`config.mk`:
```
export PLATFORM = sky130hd
export DESIGN_NAME = arbitro_clases
export DESIGN_NICKNAME = d
export VERILOG_FILES = /design/src/rtl/arbitro_pkg.sv /design/src/rtl/arbitro_cnt.sv /design/src/rtl/arbitro_clases.sv
export SDC_FILE = /design/constraint.sdc
export NUM_CORES = 1
export LEC_CHECK = 0
export BUFFER_PORTS_ARGS = -buffer_cell sky130_fd_sc_hd__buf_2
export CORE_AREA = 2 2 74 105
export CTS_BUF_LIST = sky130_fd_sc_hd__clkbuf_2
export CTS_CLUSTER_DIAMETER = 150
export DETAILED_ROUTE_END_ITERATION = 7
export DIE_AREA = 0 0 76 107
export SKIP_LAST_GASP = 1
export SYNTH_ARGS = -nofsm -noshare
export SYNTH_HDL_FRONTEND = slang
export SYNTH_HIERARCHICAL = 1
export SYNTH_SLANG_ARGS = --single-unit
```
`constraint.sdc`:
```
create_clock -name clk -period 1.1 [get_ports clk]
set_input_delay 0.165 -clock clk [delete_from_list [all_inputs] [get_ports clk]]
set_output_delay 0.165 -clock clk [all_outputs]
set_load 0.05 [all_outputs]
```
`src/rtl/arbitro_pkg.sv`:
```
// Shared types and helpers for the class arbiter: FSM encoding, default widths, one-hot decode.
package arbitro_pkg;

  localparam int unsigned DEF_DATA_W  = 12;
  localparam int unsigned DEF_CLASS_W = 2;

  // Widest one-hot the helper can produce; callers size-cast down to their own N_CH.
  localparam int unsigned MAX_CLASS_W = 4;
  localparam int unsigned MAX_CH      = 16;

  typedef enum logic [1:0] {
    ST_IDLE    = 2'd0,
    ST_XFER    = 2'd1,
    ST_BLOCKED = 2'd2
  } state_t;

  function automatic logic [MAX_CH-1:0] onehot(input logic [MAX_CLASS_W-1:0] cls);
    logic [MAX_CH-1:0] r;
    r      = '0;
    r[cls] = 1'b1;
    return r;
  endfunction

endpackage

```
`src/rtl/arbitro_cnt.sv`:
```
// Wrapping per-channel word counter with async active-low clear and increment enable.
module arbitro_cnt #(
  parameter int unsigned CNT_W = 8
) (
  input  logic             clk,
  input  logic             reset,
  input  logic             en,
  output logic [CNT_W-1:0] cnt
);

  always_ff @(posedge clk or negedge reset) begin
    if (!reset) begin
      cnt <= '0;
    end else if (en) begin
      cnt <= cnt + 1'b1;
    end
  end

endmodule

```
`src/rtl/arbitro_clases.sv`:
```
// Class arbiter: drains one show-ahead FIFO into N_CH per-class FIFOs with per-channel back-pressure.
// Define ARB_GLOBAL_STALL_EN to stall on any almost-full destination instead of the targeted one.
module arbitro_clases
  import arbitro_pkg::*;
#(
  parameter int unsigned DATA_W  = DEF_DATA_W,
  parameter int unsigned CLASS_W = DEF_CLASS_W,
  parameter int unsigned N_CH    = 2 ** CLASS_W,
  parameter int unsigned CNT_W   = 8
) (
  input  logic                  clk,
  input  logic                  reset,
  input  logic [DATA_W-1:0]     fifo_data,
  input  logic                  fifo_empty,
  input  logic [N_CH-1:0]       almost_full,
  output logic                  pop,
  output logic [N_CH-1:0]       push,
  output logic [DATA_W-1:0]     data_out,
  output logic [1:0]            state,
  output logic [N_CH*CNT_W-1:0] word_cnt
);

  logic [CLASS_W-1:0] cls;
  logic               blocked;
  state_t             state_q;

  assign cls = fifo_data[DATA_W-1 -: CLASS_W];

`ifdef ARB_GLOBAL_STALL_EN
  assign blocked = |almost_full;
`else
  assign blocked = almost_full[cls];
`endif

  // Pop is combinational so a word moves in the same cycle the conditions hold.
  assign pop   = reset && !fifo_empty && !blocked;
  assign state = state_q;

  always_ff @(posedge clk or negedge reset) begin
    if (!reset) begin
      push     <= '0;
      data_out <= '0;
      state_q  <= ST_IDLE;
    end else begin
      if (pop) begin
        push     <= N_CH'(onehot(MAX_CLASS_W'(cls)));
        data_out <= fifo_data;
      end else begin
        push <= '0;
      end
      if (fifo_empty) begin
        state_q <= ST_IDLE;
      end else if (blocked) begin
        state_q <= ST_BLOCKED;
      end else begin
        state_q <= ST_XFER;
      end
    end
  end

  for (genvar k = 0; k < N_CH; k++) begin : g_cnt
    arbitro_cnt #(
      .CNT_W(CNT_W)
    ) u_cnt (
      .clk  (clk),
      .reset(reset),
      .en   (pop && (cls == CLASS_W'(k))),
      .cnt  (word_cnt[k*CNT_W +: CNT_W])
    );
  end

endmodule

```
; ---- Word level (Yosys, flattened, before mapping)
; Index checks and enable logic that the tools add are counted.
[totals]
out_inout_bits = 51
inputBits = 19
elab_cells = 34
reg_bits = 50
[classes]
mux = 7
addsub = 4
n_eq_ne = 3
reduce_logical = 10
n_lt_le_gt_ge = 3
[ops]
columns = operator, count
row1 = adder 8 x 1 -> 8 bit (second input constant), 4
row2 = logical AND 1 bit, 7
row3 = less-than comparator 2 x 5 -> 1 bit (second input constant), 1
row4 = == test 2 bit (second input constant), 2
row5 = two-way mux 2 bit, 2
row6 = two-way mux 4 bit, 1
row7 = less-than comparator 2 x 3 -> 1 bit (second input constant), 1
row8 = binary-select mux 1 bit (select 2 bit), 1
row9 = demux 1 bit (select 2 bit), 1
row10 = == test 2 x 1 -> 1 bit (second input constant), 1
row11 = >= comparator 2 x 1 -> 1 bit (second input constant), 1
row12 = logical NOT 1 bit, 2
row13 = logical NOT 2 bit, 1
row14 = two-way mux 1 bit, 2

; ---- Logic depth before layout (Yosys ltp)
; Gate-level depths: netlist of run 1.
[logic_depth]
ltp_word = 5
ltp_mapped = 5
depth_no_buf = 5

; ---- Hierarchy
; Netlist of run 1, hierarchy kept.
[by_module_without_submodules]
columns = module, seq_area_each_um2, instances, cells_per_inst, area_per_inst_um2
row1 = arbitro_cnt, 200.2, 4, 26, 337.8
row2 = arbitro_clases, 450.4, 1, 46, 754.5

; ---- Worst setup path after synthesis of run 1
; Ideal clock, no wire load.
[synth_path]
path_kind = input -> register
startpoint = input port fifo_empty
endpoint = register g_cnt[1].u_cnt.cnt[5]
n_path_buf = 0
setup_ns = 0.082
t_arrival_ns = 1.619
required_time_ns = 1.018
path_stages = 5
path_slack_ns = -0.600
cell_sequence = or3b_4 > nor3b_1 > nand4_2 > nor2_2 > xor2_1
[synth_via]
elab_chain_cells = 4
[synth_lines]
columns = item, line_no
row1 = start: declaration, arbitro_clases.sv:14  ; input logic fifo_empty,
row2 = logical NOT 1 bit, arbitro_clases.sv:36  ; assign pop = reset && !fifo_empty && !blocked;
row3 = logical AND 1 bit (2 in series), arbitro_clases.sv:36
row4 = logical AND 1 bit, arbitro_clases.sv:67  ; .en (pop && (cls == CLASS_W'(k))),
row5 = end signal: assignment, arbitro_cnt.sv:15  ; cnt <= cnt + 1'b1;
row6 = end: declaration, arbitro_cnt.sv:8  ; output logic [CNT_W-1:0] cnt
; No other way between the ends.
; A chain may end at the register's enable or synchronous reset.

; ---- Worst setup path in the final report of run 1
[layout_path]
startpoint = input port fifo_data[11]
endpoint = output port pop
[layout_via]
elab_chain_cells = 4
[layout_lines]
columns = item, line_no
row1 = start: declaration, arbitro_clases.sv:13  ; input logic [DATA_W-1:0] fifo_data,
row2 = binary-select mux 1 bit (select 2 bit), arbitro_clases.sv:32  ; assign blocked = almost_full[cls];
row3 = two-way mux 1 bit (implied by the code), arbitro_clases.sv:32
row4 = logical NOT 1 bit, arbitro_clases.sv:36
row5 = logical AND 1 bit, arbitro_clases.sv:36
row6 = end: declaration, arbitro_clases.sv:16  ; output logic pop,
; No other way between the ends. The select of a mux whose other input is x is not followed.

==> results by group, run 1 <==
CTS
  • Sink Count: 50
  • Clk Latency, worst-skew pair: 0.42 ns
  • CTS H-Tree Depth: 2
  • CTS Buf Count: 5
  • CTS tree: yes
  • CTS clk-pin slew, worst paths: 0.21 ns
  • CTS max path bufs: 2
  • CTS root buf: clkbuf_2

Global route
  • Pin count of the biggest net entering global routing: 51
  • Grt ovf: 0
  • Vias in the first global route: 1866
  • First-pass GRT wire length: 8940 um
  • Global Route Usage Sum: 14.0%
  • Antenna violations before repair: 0

Synthesis
  • Synthesized Nets: 173
  • Synth top area cells: dfrtp_1 59%, xor2_1 6.7%, mux2_4 6.4%
  • Yosys top cell by area: dfrtp_1
  • Flops & latches, synth: 50
  • Synth warn: 6
  • Area fraction of the dominant cell type after synthesis: 59.4%
  • Sequential area share after synthesis: 59.4%
  • Synth unique cells: 23
  • Avg Inst Size Synth: 14.0 um2
  • Cells after synthesis: 150
  • Mapped Area: 0.00211 mm2

Placed design
  • Post-place instance area: 0.00282 mm2
  • Dpl cells: 340
  • Placer congestion estimate: 0.738
  • Final HPWL DP: 3370 um
  • I/O Buffers: 69

Layout
  • Post-route cell area: 0.00395 mm2
  • Final Non-Filler Cells: 415
  • Share of layout cells above drive strength 1: 67.0%
  • Fill cell count: 606
  • Most common cell after layout, fill and taps aside: buf_6
  • Ant diodes: 0
  • Most frequent cells in the layout: 63 x buf_6, 57 x buf_4, 40 x dfrtp_1
  • Fin nets: 340
  • Layout area overhead: 87.5%

Power and ir drop
  • Pwr Density: 1880 mW/mm2
  • Worst VDD drop: 0.00184 V
  • Leak pwr: 1.96 nW

Setup path
  • WP data required: 0.94 ns
  • Worst Setup Start Kind: input port
  • CP dominant cell by count: buf_12
  • Crit path max fanout: 3
  • CP Data Arrival Time: 1.15 ns
  • Slowest stage delay, CP: 0.42 ns
  • Critical path, cell by cell: buf_6, or3b_4, o22ai_4, buf_12, buf_12
  • Crit Path Class: input port to output port
  • Slowest-stage cell, CP: or3b_4
  • CP Capture Type: output port

Timing
  • Hold slack final: 0.0793 ns
  • Final setup vio count: 79
  • Slew @ Worst Pin: 0.651 ns
  • Final Slew Violations: 0
  • Part of the cycle the worst path needs: 120%
  • Setup Skew: 0.0195 ns
  • Worst rel slew slack: 56.6%
  • Minimum clock period: 1.32 ns
  • Final setup margin: -0.219 ns
  • RSZ-0062 raised after global routing: true
  • Maximum clock frequency: 758 MHz
  • Hold Vio Cnt, Final: 0

Status
  • Failing checks: negative setup slack
  • Status: finished, violations left

Floorplanning
  • Initial Util: 29.3%
  • Top-level port count: 70
  • Die area: 0.00813 mm2
  • Core Area: 0.00718 mm2
  • Rows: 37
  • Chip Height: 107 um
  • Chip width: 76 um

Drt
  • 1st-iter DRT viols: 25
  • Final wirelength: 5620 um
  • ANT nets after route: 0
  • Vias per cell: 4.31
  • Initial DRT Pass Iterations: 4
  • Via count: 1787
  • Post-DR wirelength/cell: 13.5 um
  • Residual DRC: 0

Worst hold path
  • HP Class: input port to register

Flow run
  • Max cap viols: 0
[worst max-delay path, delay by kind of cell]
family / cells / cell delay, ns
AND/OR/NAND/NOR: 1 / 0.42
AO/OA/AOI/OAI: 1 / 0.21
buffers and inverters: 3 / 0.35
[state kept, by name, summed over array words and instances (netlist names)]
signal           count
push                 4
state                2
g_cnt.u_cnt/cnt     32
data_out            12
[power breakdown]
| group | internal, W | switching [W] |
|---|---|---|
| registers | 0.00218 | 0.000252 |
| clock network | 0.000187 | 0.000556 |
| logic | 0.00211 | 0.00215 |
[cell usage after synthesis, drive strengths merged]
library cell and n:
nor2 12, ha 4, nand3b 1, buf 1, dfrtp 50, nand2b 1, or3b 1, nor3 2
o22ai 1, and3b 1, mux2 17, o21ai 2, a21oi 1, nand4 16, nand2 8, xor2 16
or2 1, xnor2 12, nor3b 2, inv 1
[per-stage QoR]
step                      setup WS (ns)  power, W  util (%)  setup TNS (ns)
after floorplan                  -0.329   0.00420         -           -9.43
after global placement           -0.435   0.00499      39.4          -15.73
after detailed placement         -0.465   0.00503      39.4          -16.30
after CTS                        -0.260   0.00702      50.9           -8.82
after global routing             -0.325   0.00783      55.0          -12.15
final                            -0.219   0.00744      55.0           -6.69
[final timing paths]
check / from / endpoint / slack, ns / cells after the start
max reg2reg: g_cnt[3].u_cnt/cnt[0] / g_cnt[3].u_cnt/cnt[5] / -0.13 / 6
min reg2reg: data_out[4] / data_out[4] / 0.57 / 1
max: fifo_data[11] / pop / -0.22 / 5
min in group asynchronous: reset / g_cnt[0].u_cnt/cnt[7] / 0.48 / 4
min: almost_full[1] / push[1] / 0.08 / 3
max in group asynchronous: reset / g_cnt[1].u_cnt/cnt[0] / 0.15 / 4
[per-layer routing]
layer  global-route usage [%]  wire [um]  vias up
met1                     15.7       2100      885
li1                         -          -      857
met3                     3.62        205        4
met4                     5.58         54        0
met5                        0          0        -
met2                     25.3       3260       41
[repair_timing]
item                       CTS  global route
setup buffers               38            22
pin swaps                    0            40
hold endpoints to repair    61             0
gates resized for setup    121            36
setup endpoints to repair   51            82
hold buffers                12             0
[logic make-up after synthesis]
kind of cell               after synthesis  share of synthesized area, %
muxes                                   17                          10.7
buffers and inverters                    2                          1.13
DFF                                     50                          59.4
adders and majority gates                4                          2.38
xor gates and xnor gates                28                          11.6
AOI/OAI and AO/OA                        4                          1.66
and+or+nand+nor                         45                          13.1
[final cells by class]
class                           instances  area (um2)  share of cell area, %
Sequential cell                        50        1260                   32.0
Timing Repair Buffer                  161        1540                   39.0
Multi-Input combinational cell         98         981                   24.8
Tap cell                               97         121                   3.07
Clock buffer                            8        40.0                   1.01
Inverter                                1        3.75                 0.0951
No activity file was read; power rests on OpenSTA's default activity.
==> run 2, diff against run 1 <==
Settings changed: CORE_AREA 2 2 74 105 to 2 2 64 90, DIE_AREA 0 0 76 107 to 0 0 66 92, PLACE_DENSITY set to 0.68.
==> run 2 against run 1 <==
Net effect:
- the run still ends with negative setup slack left
- flip-flop and latch count stayed put
- final cell count down 6.3%
- combinational power increased by 3%
- non-clock buffer count rose by 1
- routed wire length up 13%
- worst setup slack lost 0.032 ns
- register-to-register slack is essentially flat
- sequential power is essentially flat
- die area shrank 25%
- hold slack better by 0.019 ns
- via count grew 4.6%
- largest power group unchanged
==> results by group, run 2 (same netlist as run 1, synthesis figures left out) <==
Setup path
  • Crit Path Class: register to output port
  • CP Capture Type: output port
  • Worst Setup Start Kind: register
  • Crit path max fanout: 2 (-1)
  • WP data required: 0.94 ns (about the same)
  • CP Data Arrival Time: 1.19 ns (+0.04 ns)

Power and ir drop
  • Sw Pwr: 0.00313 W (+5.9%)
  • Internal Power: 0.00448 W (about the same)
  • Leak pwr: 1.98 nW (+0.66%)
  • Sw Share: 41.1% (+1.4 points)
  • Clock share of power: 9.8% (-0.2 points)
  • Combinational fraction of design power: 57.8% (+0.6 points)
  • Sequential share of power: 32.4% (-0.4 points)
  • Worst VDD drop: 0.00171 V (-7.0%)
  • Pwr Density: 1940 mW/mm2 (+2.9%)

Layout
  • Layout area overhead: 86.4%
  • Fin nets: 341 (+0.29%)
  • Most frequent cells in the layout: 61 x buf_4, 61 x buf_6, 39 x dfrtp_1
  • Share of layout cells above drive strength 1: 64.6% (-2.4 points)
  • Largest regs: g_cnt.u_cnt/cnt: 32 flops, data_out: 12 flops, push: 4 flops
  • Final Non-Filler Cells: 389 (-6.3%)
  • Multi-input logic area: 970 um2 (-1.1%)
  • FF/Latch Area: 0.00126 mm2 (about the same)
  • Fill cell count: 371 (-39%)
  • Max reg flops: 32 (unchanged)
  • Reg with most FFs: g_cnt.u_cnt/cnt
  • Post-route cell area: 0.00393 mm2 (-0.57%)

Timing
  • Setup Skew: 0.0306 ns (+0.0111 ns)
  • Minimum clock period: 1.35 ns (+0.0323 ns)
  • Final setup margin: -0.251 ns (-0.0323 ns)
  • Final setup vio count: 67 (-15%)
  • Maximum clock frequency: 740 MHz (-2.4%)
  • Slew @ Worst Pin: 0.615 ns (-0.0361 ns)
  • Worst rel slew slack: 59.0% (+2.4 points)
  • RSZ-0062 raised after global routing: true
  • Final Slew Violations: 0 (unchanged)
  • Hold Vio Cnt, Final: 0 (unchanged)
  • Part of the cycle the worst path needs: 123% (+2.9 points)
  • Hold slack final: 0.0988 ns (+0.0195 ns)
  • Fin Setup TNS: -7.11 ns (-0.426 ns)

CTS
  • Clk Latency, worst-skew pair: 0.43 ns (about the same)
  • CTS root buf: clkbuf_2
  • CTS max path bufs: 2 (unchanged)
  • CTS H-Tree Depth: 2 (unchanged)
  • CTS tree: yes
  • Sink Count: 50 (unchanged)
  • CTS clk-pin slew, worst paths: 0.26 ns (+0.05 ns)
  • CTS Buf Count: 5 (unchanged)

Status
  • Failing checks: negative setup slack
  • Status: finished, violations left

Global route
  • Antenna violations before repair: 2 (+2)
  • Grt ovf: 0 (unchanged)
  • Pin count of the biggest net entering global routing: 50 (-2.0%)
  • Global Route Usage Sum: 20.7% (+6.7 points)
  • First-pass GRT wire length: 9380 um (+4.9%)
  • Vias in the first global route: 1916 (+2.7%)

Drt
  • Final wirelength: 6330 um (+13%)
  • Post-DR wirelength/cell: 16.3 um (+20%)
  • Vias per cell: 4.80 (+12%)
  • Via count: 1869 (+4.6%)
  • ANT nets after route: 0 (unchanged)
  • Initial DRT Pass Iterations: 4 (unchanged)
  • Residual DRC: 0 (unchanged)
  • 1st-iter DRT viols: 37 (+48%)

Placed design
  • Dpl cells: 313 (-7.9%)
  • Placer congestion estimate: 0.748 (+1.3%)
  • I/O Buffers: 69 (unchanged)
  • Pre-CTS WS: -0.453 ns (+0.0124 ns)
  • Post-place instance area: 0.00279 mm2 (-1.2%)
  • Final HPWL DP: 3200 um (-5.1%)

Floorplanning
  • Die area: 0.00607 mm2 (-25%)
  • Rows: 32 (-14%)
  • Core Area: 0.00537 mm2 (-25%)
  • Initial Util: 39.2% (+9.9 points)
  • Top-level port count: 70 (unchanged)
  • Chip width: 66 um (-13%)
  • Chip Height: 92 um (-14%)

Flow run
  • Max cap viols: 0 (unchanged)

Worst hold path
  • HP Class: input port to asynchronous set/reset pin
[run 2: cell count changes in the layout (fill, tap and decap cells not counted), moves of 2 or more]
cell	previous run	this run
buf_2	17	15
buf_4	57	61
buf_6	63	61
clkbuf_2	8	5
clkinv_1	0	2
diode_2	0	2
ha_1	0	2
ha_2	2	0
nor2_1	3	6
nor2_2	8	4
xnor2_1	10	12
xnor2_2	2	0
[run 2: routing by layer]
| metal | GRT usage (%) | share of wire, % | wire length, um |
|---|---|---|---|
| met5 | 0 | 0 | 0 |
| met1 | 21.7 | 35 | 2240 |
| met4 | 10.2 | 3.8 | 240 |
| met2 | 37.8 | 56 | 3570 |
| met3 | 4.29 | 4.3 | 271 |
[run 2: power by group through the flow]
stage	Clock (W)	Sequential, W	Combinational [W]
3_3_place_gp	0	0.00244	0.00257
3_5_place_dp	0	0.00245	0.00260
5_1_grt	0.000849	0.00249	0.00459
6_report	0.000746	0.00247	0.00440
2_1_floorplan	0	0.00369	0.000506
4_1_cts	0.000767	0.00243	0.00385
[run 2: path summary, 6_finish.rpt]
path / startpoint / endpoint / slack, ns / depth (start not counted)
max: g_cnt[2].u_cnt/cnt[0] / word_cnt[16] / -0.25 / 2
min: reset / push[2] / 0.1 / 3
max reg2reg: g_cnt[2].u_cnt/cnt[1] / g_cnt[2].u_cnt/cnt[1] / -0.13 / 3
min reg2reg: g_cnt[1].u_cnt/cnt[7] / g_cnt[1].u_cnt/cnt[7] / 0.58 / 2
max in group asynchronous: reset / g_cnt[0].u_cnt/cnt[2] / 0.27 / 3
min in group clk: almost_full[1] / push[1] / 0.10 / 4
[run 2: timing repair]
item                                   CTS  global route
hold buffers                            13             0
gates resized for setup                122            34
endpoints found under the hold margin   61             0
gates cloned                             0             1
setup buffers                           40            17
setup endpoints to repair               52            81
pin swaps                                0            20
[run 2: final cells by class]
type                    count  area share, %
well taps                  68           2.17
flip-flops and latches     50           32.2
inverters                   1         0.0956
diodes                      2          0.128
repair buffers            162           39.6
clock inverters             3          0.414
clock buffers               5          0.638
multi-input cells          98           24.7
[run 2: metrics by stage]
step	utilization, %	total power, W
floorplan	-	0.00420
global route	73.2	0.00793
CTS	68.0	0.00705
finish	73.2	0.00761
global placement	52.0	0.00501
detailed placement	52.0	0.00505
[run 2: critical path, stage by stage (launching register included)]
cell	delay (ns)
dfrtp_2	0.49
buf_6	0.13
buf_8	0.14
